$ cat config.mk
export PLATFORM = sky130hd
export DESIGN_NAME = sprite_row_engine
export DESIGN_NICKNAME = d
export VERILOG_FILES = /design/src/rtl/sprite_pkg.sv /design/src/rtl/sprite_prio_arbiter.sv /design/src/rtl/sprite_row_engine.sv
export SDC_FILE = /design/constraint.sdc
export NUM_CORES = 1
export LEC_CHECK = 0
export BUFFER_PORTS_ARGS = -buffer_cell sky130_fd_sc_hd__buf_2
export CAP_MARGIN = 5
export CELL_PAD_IN_SITES_DETAIL_PLACEMENT = 1
export CELL_PAD_IN_SITES_GLOBAL_PLACEMENT = 1
export CORE_MARGIN = 10
export CORE_UTILIZATION = 38
export CTS_CLUSTER_DIAMETER = 40
export CTS_CLUSTER_SIZE = 14
export DETAILED_ROUTE_END_ITERATION = 16
export PLACE_DENSITY_LB_ADDON = 0.12
export SLEW_MARGIN = 10
export SYNTH_ARGS = -nofsm -noshare
export SYNTH_HDL_FRONTEND = slang
export SYNTH_SLANG_ARGS = --single-unit
$ cat constraint.sdc
create_clock -name clk -period 31.7 [get_ports clk]
set_input_delay 3.17 -clock clk [delete_from_list [all_inputs] [get_ports clk]]
set_output_delay 3.17 -clock clk [all_outputs]
set_load 0.05 [all_outputs]
$ cat src/rtl/sprite_pkg.sv
// rtl/sprite_pkg.sv - shared attribute layout, slot record and front-end state types
package sprite_pkg;

    localparam int ATTR_EN        = 31;
    localparam int ATTR_HFLIP     = 30;
    localparam int ATTR_VFLIP     = 29;
    localparam int ATTR_PRI_LSB   = 27;
    localparam int ATTR_Y_LSB     = 18;
    localparam int ATTR_X_LSB     = 8;
    localparam int ATTR_FRAME_LSB = 0;

    // Slot fields are sized for the largest legal configuration and narrowed at use.
    localparam int SLOT_ROW_W = 8;
    localparam int SLOT_IDX_W = 8;

    typedef struct packed {
        logic       en;
        logic       hflip;
        logic       vflip;
        logic [1:0] pri;
        logic [8:0] y;
        logic [9:0] x;
        logic [7:0] frame;
    } attr_t;

    typedef struct packed {
        logic                  valid;
        logic [1:0]            pri;
        logic                  flip;
        logic [7:0]            frame;
        logic [9:0]            col;
        logic [SLOT_ROW_W-1:0] rowoff;
        logic [SLOT_IDX_W-1:0] idx;
    } slot_t;

    typedef enum logic [1:0] {
        IDLE  = 2'd0,
        SCAN  = 2'd1,
        DRAIN = 2'd2
    } fe_state_e;

endpackage

$ cat src/rtl/sprite_prio_arbiter.sv
// rtl/sprite_prio_arbiter.sv - combinational lowest-pri / lowest-index slot select
module sprite_prio_arbiter
    import sprite_pkg::*;
#(
    parameter int MAX_SLOT = 8,
    parameter int IDXW     = 5,
    localparam int SELW    = (MAX_SLOT > 1) ? $clog2(MAX_SLOT) : 1
) (
    input  slot_t [MAX_SLOT-1:0] slots,
    output logic                 found,
    output logic [SELW-1:0]      sel
);

    logic [1:0]      best_pri;
    logic [IDXW-1:0] best_idx;
    logic            unused_slots;

    // Only pri/idx/valid steer the choice; the payload fields ride along.
    assign unused_slots = ^slots;

    // Linear search keeping the best (pri, idx) pair seen so far.
    always_comb begin
        found    = 1'b0;
        sel      = '0;
        best_pri = '0;
        best_idx = '0;
        for (int i = 0; i < MAX_SLOT; i++) begin
            if (slots[i].valid &&
                (!found || (slots[i].pri < best_pri) ||
                 ((slots[i].pri == best_pri) && (IDXW'(slots[i].idx) < best_idx)))) begin
                found    = 1'b1;
                sel      = SELW'(i);
                best_pri = slots[i].pri;
                best_idx = IDXW'(slots[i].idx);
            end
        end
    end

endmodule

$ cat src/rtl/sprite_row_engine.sv
// rtl/sprite_row_engine.sv - per-scanline sprite scan and draw-request front end (option: SPRITE_VFLIP_EN)
module sprite_row_engine
    import sprite_pkg::*;
#(
    parameter int NUM_SPRITE = 32,
    parameter int MAX_SLOT   = 8,
    parameter int SPR_H      = 16,
    localparam int IDXW      = $clog2(NUM_SPRITE),
    localparam int ROWW      = $clog2(SPR_H)
) (
    input  logic            clk,
    input  logic            reset_n,
    input  logic            start_row,
    input  logic [9:0]      next_vcount,
    output logic [IDXW-1:0] ra,
    input  logic [31:0]     rd_data,
    output logic            draw_valid,
    input  logic            draw_ready,
    output logic [9:0]      col_base,
    output logic            flip,
    output logic [7:0]      frame_id,
    output logic [ROWW-1:0] row_off,
    output logic [IDXW-1:0] spr_idx,
    output logic            overflow,
    output logic            fe_done
);

    localparam int CNTW  = IDXW + 1;
    localparam int FILLW = $clog2(MAX_SLOT + 1);
    localparam int SELW  = (MAX_SLOT > 1) ? $clog2(MAX_SLOT) : 1;

    fe_state_e            state_q, state_d;
    logic [CNTW-1:0]      cnt_q, cnt_d;
    logic [FILLW-1:0]     fill_q, fill_d;
    slot_t [MAX_SLOT-1:0] slots_q, slots_d;
    logic [SELW-1:0]      iss_q, iss_d;
    logic                 draw_valid_q, draw_valid_d;
    logic [9:0]           col_base_q, col_base_d;
    logic                 flip_q, flip_d;
    logic [7:0]           frame_id_q, frame_id_d;
    logic [ROWW-1:0]      row_off_q, row_off_d;
    logic [IDXW-1:0]      spr_idx_q, spr_idx_d;
    logic                 overflow_q, overflow_d;
    logic                 fe_done_q, fe_done_d;

    logic                 found;
    logic [SELW-1:0]      sel;
    logic [IDXW-1:0]      eval_idx;
    logic [10:0]          v_ext, y_lo, y_hi;
    logic                 hit;
    logic [ROWW-1:0]      rowoff_raw, rowoff;
    slot_t                new_slot;

    sprite_prio_arbiter #(
        .MAX_SLOT (MAX_SLOT),
        .IDXW     (IDXW)
    ) u_arb (
        .slots (slots_q),
        .found (found),
        .sel   (sel)
    );

    // The scan counter doubles as the RAM address; it parks at NUM_SPRITE, which reads as 0.
    assign ra         = cnt_q[IDXW-1:0];
    assign draw_valid = draw_valid_q;
    assign col_base   = col_base_q;
    assign flip       = flip_q;
    assign frame_id   = frame_id_q;
    assign row_off    = row_off_q;
    assign spr_idx    = spr_idx_q;
    assign overflow   = overflow_q;
    assign fe_done    = fe_done_q;

`ifndef SPRITE_VFLIP_EN
    logic unused_vflip;
    assign unused_vflip = rd_data[ATTR_VFLIP];
`endif

    // Decode the word returned for last cycle's address; 11-bit compare keeps y+SPR_H from wrapping.
    always_comb begin
        eval_idx   = IDXW'(cnt_q - 1'b1);
        v_ext      = {1'b0, next_vcount};
        y_lo       = {2'b00, rd_data[ATTR_Y_LSB +: 9]};
        y_hi       = y_lo + 11'(SPR_H);
        hit        = rd_data[ATTR_EN] && (v_ext >= y_lo) && (v_ext < y_hi);
        rowoff_raw = next_vcount[ROWW-1:0] - rd_data[ATTR_Y_LSB +: ROWW];
`ifdef SPRITE_VFLIP_EN
        rowoff     = rd_data[ATTR_VFLIP] ? (ROWW'(SPR_H - 1) - rowoff_raw) : rowoff_raw;
`else
        rowoff     = rowoff_raw;
`endif
        new_slot.valid  = 1'b1;
        new_slot.pri    = rd_data[ATTR_PRI_LSB +: 2];
        new_slot.flip   = rd_data[ATTR_HFLIP];
        new_slot.frame  = rd_data[ATTR_FRAME_LSB +: 8];
        new_slot.col    = rd_data[ATTR_X_LSB +: 10];
        new_slot.rowoff = SLOT_ROW_W'(rowoff);
        new_slot.idx    = SLOT_IDX_W'(eval_idx);
    end

    // State register.
    always_ff @(posedge clk or negedge reset_n) begin
        if (!reset_n) state_q <= IDLE;
        else          state_q <= state_d;
    end

    // Next state: start_row restarts from any state; DRAIN ends once nothing is valid or in flight.
    always_comb begin
        state_d = state_q;
        if (start_row) begin
            state_d = SCAN;
        end else begin
            case (state_q)
                SCAN:    if (cnt_q == CNTW'(NUM_SPRITE)) state_d = DRAIN;
                DRAIN:   if (!found && !draw_valid_q) state_d = IDLE;
                default: ;
            endcase
        end
    end

    // Datapath next values: slot capture in SCAN, registered request issue/retire in DRAIN.
    always_comb begin
        cnt_d        = cnt_q;
        fill_d       = fill_q;
        slots_d      = slots_q;
        iss_d        = iss_q;
        draw_valid_d = draw_valid_q;
        col_base_d   = col_base_q;
        flip_d       = flip_q;
        frame_id_d   = frame_id_q;
        row_off_d    = row_off_q;
        spr_idx_d    = spr_idx_q;
        overflow_d   = overflow_q;
        fe_done_d    = fe_done_q;
        if (start_row) begin
            cnt_d        = '0;
            fill_d       = '0;
            slots_d      = '0;
            draw_valid_d = 1'b0;
            overflow_d   = 1'b0;
            fe_done_d    = 1'b0;
        end else begin
            case (state_q)
                SCAN: begin
                    if (cnt_q != CNTW'(NUM_SPRITE)) cnt_d = cnt_q + 1'b1;
                    if ((cnt_q != '0) && hit) begin
                        if (fill_q < FILLW'(MAX_SLOT)) begin
                            for (int i = 0; i < MAX_SLOT; i++) begin
                                if (FILLW'(i) == fill_q) slots_d[i] = new_slot;
                            end
                            fill_d = fill_q + 1'b1;
                        end else begin
                            overflow_d = 1'b1;
                        end
                    end
                end
                DRAIN: begin
                    if (draw_valid_q) begin
                        if (draw_ready) begin
                            draw_valid_d           = 1'b0;
                            slots_d[iss_q].valid   = 1'b0;
                        end
                    end else if (found) begin
                        draw_valid_d = 1'b1;
                        iss_d        = sel;
                        col_base_d   = slots_q[sel].col;
                        flip_d       = slots_q[sel].flip;
                        frame_id_d   = slots_q[sel].frame;
                        row_off_d    = ROWW'(slots_q[sel].rowoff);
                        spr_idx_d    = IDXW'(slots_q[sel].idx);
                    end else begin
                        fe_done_d = 1'b1;
                    end
                end
                default: ;
            endcase
        end
    end

    // Datapath and output registers.
    always_ff @(posedge clk or negedge reset_n) begin
        if (!reset_n) begin
            cnt_q        <= '0;
            fill_q       <= '0;
            slots_q      <= '0;
            iss_q        <= '0;
            draw_valid_q <= 1'b0;
            col_base_q   <= '0;
            flip_q       <= 1'b0;
            frame_id_q   <= '0;
            row_off_q    <= '0;
            spr_idx_q    <= '0;
            overflow_q   <= 1'b0;
            fe_done_q    <= 1'b1;
        end else begin
            cnt_q        <= cnt_d;
            fill_q       <= fill_d;
            slots_q      <= slots_d;
            iss_q        <= iss_d;
            draw_valid_q <= draw_valid_d;
            col_base_q   <= col_base_d;
            flip_q       <= flip_d;
            frame_id_q   <= frame_id_d;
            row_off_q    <= row_off_d;
            spr_idx_q    <= spr_idx_d;
            overflow_q   <= overflow_d;
            fe_done_q    <= fe_done_d;
        end
    end

endmodule

After elaboration in Yosys (flattened, before gate mapping)
Cells that the tools add are included.
{"block": "totals", "word_cells": 266, "ff_bits": 350, "inputBits": 46}
{"block": "op_classes", "addsub": 5, "n_reduce_logical": 64, "bitwise_logic": 2, "eq_ne": 35, "muxes": 72, "order_cmp": 20}
{"op": "$mux 304", "count": 5}
{"op": "$pmux 304 s2", "count": 1}
{"op": "$mux 38", "count": 9}
{"op": "$bwmux 304", "count": 1}
{"op": "$bmux 38 s3", "count": 1}
{"op": "$demux 38 s3", "count": 1}
{"op": "$reduce_and 6->1", "count": 8}
{"op": "$ne 3x3->1 const B", "count": 14}
{"op": "$lt 5x5->1", "count": 7}
{"op": "$mux 35", "count": 1}
{"op": "$mux 5", "count": 7}
{"op": "$mux 2", "count": 12}
{"op": "$mux 1", "count": 22}
{"op": "$logic_and 1x1->1", "count": 19}
{"op": "$mux 6", "count": 3}
{"op": "$eq 3x4->1 const A", "count": 4}
{"op": "$mux 4", "count": 4}
{"op": "$eq 2x2->1", "count": 7}
{"op": "$logic_or 1x1->1", "count": 14}
{"op": "$lt 2x2->1", "count": 7}
{"op": "$mux 3", "count": 4}
{"op": "$reduce_and 3->1", "count": 4}
{"op": "$add 9x5->10 const B", "count": 1}
{"op": "$ge 10x9->1", "count": 1}
{"op": "24 further kinds", "count": 41}

Logic depth before layout (Yosys ltp)
{"block": "logic_depth", "depth_word": 41, "mapped_depth": 69, "mapped_depth_nobuf": 62}

Hierarchy
From an unflattened synthesis, not the netlist that was laid out.
{"block": "hier_totals", "cells_unflattened": 1534, "area_unflattened_um2": 16549.6}
{"module": "sprite_row_engine", "cells_per_inst": 1277, "instances": 1, "area_each_um2": 14594.0, "seq_area_each_um2": 7358.3}
{"module": "sprite_prio_arbiter", "cells_per_inst": 257, "instances": 1, "area_each_um2": 1955.6, "seq_area_each_um2": 0.0}

Least setup slack after synthesis
Ideal clock, no wire load.
{"block": "synth_timing", "kind": "register to register", "start": "register slots_q[37] in the netlist's numbering", "end": "register spr_idx_q[4] (netlist: spr_idx[4])", "slack_ns": 18.711, "setup_time_ns": 0.140, "t_arrival_ns": 12.849, "path_stages_with_launch": 68, "path_cell_list": "dfrtp_1 > buf_2 > clkbuf_1 > nand2_1 > ha_1 > nand2_1 > o21ai_1 > a31oi_1 > o21ai_2 > clkbuf_1 > nand3_1 > o21ai_0 > inv_1 > ha_1 > o21ai_0 > o21bai_1 > a21oi_1 > o21a_1 > (+32 left out) > o21a_1 > o21ai_0 > a22o_2 > a211oi_2 > a21oi_4 > mux2i_1 > ha_1 > a21o_1 > a21o_1 > a211o_1 > nor3b_1 > o21ai_1 > a21oi_1 > o31a_2 > buf_2 > mux2_1 > a21oi_1 > o311ai_1"}
{"block": "synth_via", "elab_chain_cells": 38, "word_cells_on_any_way": 88, "classes_between": "14 x order compare; 7 x eq/ne; 31 x mux; 36 x reduce/logical"}
{"element": "start: declaration", "line": "sprite_row_engine.sv:35", "rtl": "slot_t [MAX_SLOT-1:0] slots_q, slots_d;"}
{"element": "start signal: assignment", "line": "sprite_row_engine.sv:198", "rtl": "slots_q <= slots_d;"}
{"element": "$mux 5, or another cell as far along", "line": "sprite_prio_arbiter.sv:28", "rtl": "if (slots[i].valid &&"}
{"element": "$lt 5x5->1, or another cell as far along", "line": "sprite_prio_arbiter.sv:30", "rtl": "((slots[i].pri == best_pri) && (IDXW'(slots[i].idx) < best_idx)))) begin"}
{"element": "$logic_and 1x1->1 / $logic_or 1x1->1 (equally long branches)", "line": "sprite_prio_arbiter.sv:30, sprite_prio_arbiter.sv:29"}
{"element": "$logic_or 1x1->1", "line": "sprite_prio_arbiter.sv:29", "rtl": "(!found || (slots[i].pri < best_pri) ||"}
{"element": "$logic_and 1x1->1", "line": "sprite_prio_arbiter.sv:28"}
{"element": "$mux 5, or another cell as far along", "line": "sprite_prio_arbiter.sv:28"}
{"element": "$lt 5x5->1, or another cell as far along", "line": "sprite_prio_arbiter.sv:30"}
{"element": "$logic_and 1x1->1 / $logic_or 1x1->1 (equally long branches)", "line": "sprite_prio_arbiter.sv:30, sprite_prio_arbiter.sv:29"}
{"element": "(+22 left out)"}
{"element": "$mux 5, or another cell as far along", "line": "sprite_prio_arbiter.sv:28"}
{"element": "$lt 5x5->1, or another cell as far along", "line": "sprite_prio_arbiter.sv:30"}
{"element": "$logic_and 1x1->1 / $logic_or 1x1->1 (equally long branches)", "line": "sprite_prio_arbiter.sv:30, sprite_prio_arbiter.sv:29"}
{"element": "$logic_or 1x1->1", "line": "sprite_prio_arbiter.sv:29"}
{"element": "$logic_and 1x1->1", "line": "sprite_prio_arbiter.sv:28"}
{"element": "$mux 3", "line": "sprite_prio_arbiter.sv:28"}
{"element": "$bmux 38 s3", "line": "sprite_row_engine.sv:170", "rtl": "spr_idx_d = IDXW'(slots_q[sel].idx);"}
{"element": "$mux 35 (implied by the code)", "line": "sprite_row_engine.sv:170"}
{"element": "end signal: assignment", "line": "sprite_row_engine.sv:205", "rtl": "spr_idx_q <= spr_idx_d;"}
{"element": "end: declaration", "line": "sprite_row_engine.sv:42", "rtl": "logic [IDXW-1:0] spr_idx_q, spr_idx_d;"}
Several ways; a longest one is shown, not always the timed one. The select of a mux whose other input is x is not followed.
A chain may end at the register's enable or synchronous reset.

Final worst setup path
{"block": "layout_timing", "start": "register slots_q[37] in the netlist's numbering", "end": "register frame_id_q[0] (netlist: frame_id[0])"}
{"block": "layout_via", "elab_chain_cells": 38, "word_cells_on_any_way": 88, "classes_between": "14 x order compare; 7 x eq/ne; 31 x mux; 36 x reduce/logical"}
{"element": "$mux 5, or another cell as far along", "line": "sprite_prio_arbiter.sv:28"}
{"element": "$lt 5x5->1, or another cell as far along", "line": "sprite_prio_arbiter.sv:30"}
{"element": "$logic_and 1x1->1 / $logic_or 1x1->1 (equally long branches)", "line": "sprite_prio_arbiter.sv:30, sprite_prio_arbiter.sv:29"}
{"element": "$logic_or 1x1->1", "line": "sprite_prio_arbiter.sv:29"}
{"element": "$logic_and 1x1->1", "line": "sprite_prio_arbiter.sv:28"}
{"element": "$mux 5, or another cell as far along", "line": "sprite_prio_arbiter.sv:28"}
{"element": "$lt 5x5->1, or another cell as far along", "line": "sprite_prio_arbiter.sv:30"}
{"element": "$logic_and 1x1->1 / $logic_or 1x1->1 (equally long branches)", "line": "sprite_prio_arbiter.sv:30, sprite_prio_arbiter.sv:29"}
{"element": "(+22 left out)"}
{"element": "$mux 5, or another cell as far along", "line": "sprite_prio_arbiter.sv:28"}
{"element": "$lt 5x5->1, or another cell as far along", "line": "sprite_prio_arbiter.sv:30"}
{"element": "$logic_and 1x1->1 / $logic_or 1x1->1 (equally long branches)", "line": "sprite_prio_arbiter.sv:30, sprite_prio_arbiter.sv:29"}
{"element": "$logic_or 1x1->1", "line": "sprite_prio_arbiter.sv:29"}
{"element": "$logic_and 1x1->1", "line": "sprite_prio_arbiter.sv:28"}
{"element": "$mux 3", "line": "sprite_prio_arbiter.sv:28"}
{"element": "$bmux 38 s3", "line": "sprite_row_engine.sv:168", "rtl": "frame_id_d = slots_q[sel].frame;"}
{"element": "$mux 35"}
{"element": "end signal: assignment", "line": "sprite_row_engine.sv:203", "rtl": "frame_id_q <= frame_id_d;"}
{"element": "end: declaration", "line": "sprite_row_engine.sv:40", "rtl": "logic [7:0] frame_id_q, frame_id_d;"}
Several ways; a longest one is shown, not always the timed one. The select of a mux whose other input is x is not followed.

==> reports/metrics.csv <==
metric,value,unit
outcome,finished clean,
fmax,0.0585,GHz
HP Class,register to register,
M1 WL,26400,um
maximum net fanout on the critical path,22,
core area,42100,um2
clk sinks,294,
"Clk Latency, worst-skew pair",620,ps
"commonest non-fill, non-tap cell in the layout",nand2_1,
Initial Utilization,38.6,%
highest metal used,met4,
pin count of the biggest net entering global routing,108,
Leakage Power,0.00852,uW
Max-cap violations,0,
"commonest cells after routing, fill and taps aside","nand2_1, dfrtp_1, a21oi_1",
met2 WL,27600,um
final setup violation count,0,
Fin Hold WS,476,ps
number of global-route vias before repair,15100,
synthesized cell area,16300,um2
die extent in x,227,um
io pins,82,
CTS tree,done,
max-slew violation count,0,
library cells used by synthesis,88,
register area share after synthesis,45.2,%
most frequent CP cell,ha_1,
Syn Inst Count,1776,
Total Routing Usage GR,23.0,%
flop and latch count out of synthesis,294,
main flop type after synthesis,dfrtp_1,
Placer Congestion,0.868,
RSZ-0062 raised after global routing,no,
average cell area after synthesis,9.17,um2
post-cts resize count,0,
Post-synth EDFFs,0,
final hold viol count,0,
asr flop ratio synth,100,%
detailed-router iteration count before antenna repair,5,
Post-Syn Nets,1887,
maximum VDD drop,0.0600,mV
Final HPWL DP,35900,um
die area,51500,um2
wire length on met3,2890,um
port bufs,80,
Iteration-0 DRC Markers,905,
mean routed wirelength per cell,24.5,um
worst slew pin tran,1120,ps
die extent in y,227,um
FILL cells,4720,
Residual DRC,0,
clock buffer depth,3,
CP endpoint kind,register,
Area growth syn-to-layout,17.2,%
GRT overflow,0,
Root Driver,clkbuf_16,
antenna violations before repair,2,
Final Cycle Share,53.9,%
post-CTS setup buffer count,0,
Yosys warning count,0,
final WL,58700,um
Storage cell area,7360,um2
Max stage delay on crit path,870,ps
critical path class,register to register,
startpoint class of the critical path,register,
setup TNS,0,ps
PD cells,78.4,nW/um2
share of cells above drive strength 1,14.1,%
FP Rows,75,
# nets final,1917,
Worst-path clk slew,60,ps
first-pass GRT wire length,91300,um
Multi-input gate area,8160,um2
worst rel slew slack,25.5,%
via count,14200,
CP required,32140,ps
total CTS buffers,55,
cts hold-fix bufs,0,
H-tree depth,2,
post-DR vias/cell,5.94,
final antenna-violating net count,0,
Slowest cell on crit path,o22ai_1,
Worst Path Arrival,17530,ps
clock skew,58.1,ps
Final min period,17090,ps
worst max-delay path, delay by kind of cell (launching register included):
kind | cells | cell delay (ps)
AOI/OAI and AO/OA | 38 | 10380
adders and majority gates | 7 | 2100
buffers and inverters | 5 | 1090
DFF | 1 | 710
muxes | 3 | 830
and+or+nand+nor | 11 | 1690
synthesized netlist by cell type, types with 4 or more instances:
cell type    n  share of area, %
a211oi_1    13              0.60
o311ai_1    27               1.5
nor2b_1     12              0.46
nand2b_1     7              0.27
buf_4        7              0.32
clkbuf_1   116               2.7
o21ai_0     97               3.0
mux2_2      12              0.83
buf_2       11              0.34
ha_1        64               4.9
xnor2_1      9              0.48
mux2i_1     61               3.8
nor2_1     103               2.4
nand3_1     15              0.46
a22oi_1     36               1.7
or3_1        6              0.23
o21a_1       8              0.37
mux2_1      25               1.7
dfrtp_1    293                45
nand2_1    295               6.8
a21oi_1    160               4.9
a221o_1     29               1.8
a21o_1      17              0.78
o31ai_1      8              0.37
o21ai_1     50               1.5
inv_1       61               1.4
nand4_1      6              0.23
a31oi_1     57               2.2
nor3_1      10              0.31
and3_1       4              0.15
a21boi_0    25               1.2
o41ai_1      4              0.22
a211o_1      5              0.27
or2_2        6              0.23
a22o_1      34               1.8
per-stage QoR:
step	area (um2)	setup WS, ps	util [%]	total power [uW]	cells
2_1_floorplan	16300	18710	-	717	1776
3_3_place_gp	17100	15290	40.6	862	2288
3_5_place_dp	17100	15080	40.6	871	2288
4_1_cts	19100	14880	45.3	1500	2391
5_1_grt	19100	13510	45.3	1570	2393
6_report	19100	14610	45.3	1500	2393
area by class of cell:
type | count | area share, %
flip-flops and latches | 294 | 38.6
well taps | 539 | 3.53
clock inverters | 36 | 2.59
repair buffers | 114 | 3.52
clock buffers | 67 | 7.82
multi-input cells | 1280 | 42.8
inverters | 61 | 1.20
diodes | 2 | 0.0262
per-layer routing:
metal | vias to the layer above | global-route usage (%)
li1 | 6484 | -
met1 | 7291 | 30.4
met2 | 331 | 37.6
met3 | 103 | 4.04
met4 | 0 | 7.91
met5 | - | 0
logic make-up (layout without fill, tap and decap cells):
family                   after synthesis  after routing  share of synthesized area [%]
other                                  0              2                              0
flip-flops                           294            294                           45.2
AO/OA/AOI/OAI                        614            614                           24.8
buffers and inverters                202            278                           5.18
adder cells (fa/ha/maj)               65             65                           5.04
AND/OR/NAND/NOR                      491            491                           12.8
XOR/XNOR                              12             12                          0.646
multiplexers                          98             98                           6.31
where the power goes:
| part | internal [uW] | switching, uW |
|---|---|---|
| clock network | 409 | 216 |
| logic | 133 | 313 |
| registers | 402 | 22.7 |
state kept, by name, summed over array words and instances (netlist names):
name,flops
slots_q,248
col_base,10
frame_id,8
cnt_q,6
spr_idx,5
fill_q,4
row_off,4
iss_q,3
state_q,2
draw_valid,1
fe_done,1
flip,1
overflow,1
final timing paths:
check | end | slack (ps) | from | cells after the start
worst min register to register | slots_q[295]$_DFFE_PN0P_ | 480 | slots_q[295]$_DFFE_PN0P_ | 2
max in group asynchronous | slots_q[292]$_DFFE_PN0P_ | 26950 | reset_n | 3
worst min-delay path | slots_q[295]$_DFFE_PN0P_ | 480 | slots_q[295]$_DFFE_PN0P_ | 2
min in group asynchronous | fill_q[3]$_DFFE_PN0P_ | 2650 | reset_n | 1
worst max-delay path | frame_id[0]$_DFFE_PN0P_ | 14610 | slots_q[37]$_DFFE_PN0P_ | 64
worst max register to register | frame_id[0]$_DFFE_PN0P_ | 14610 | slots_q[37]$_DFFE_PN0P_ | 64
Note: power is estimated with default switching activity, not from simulation.
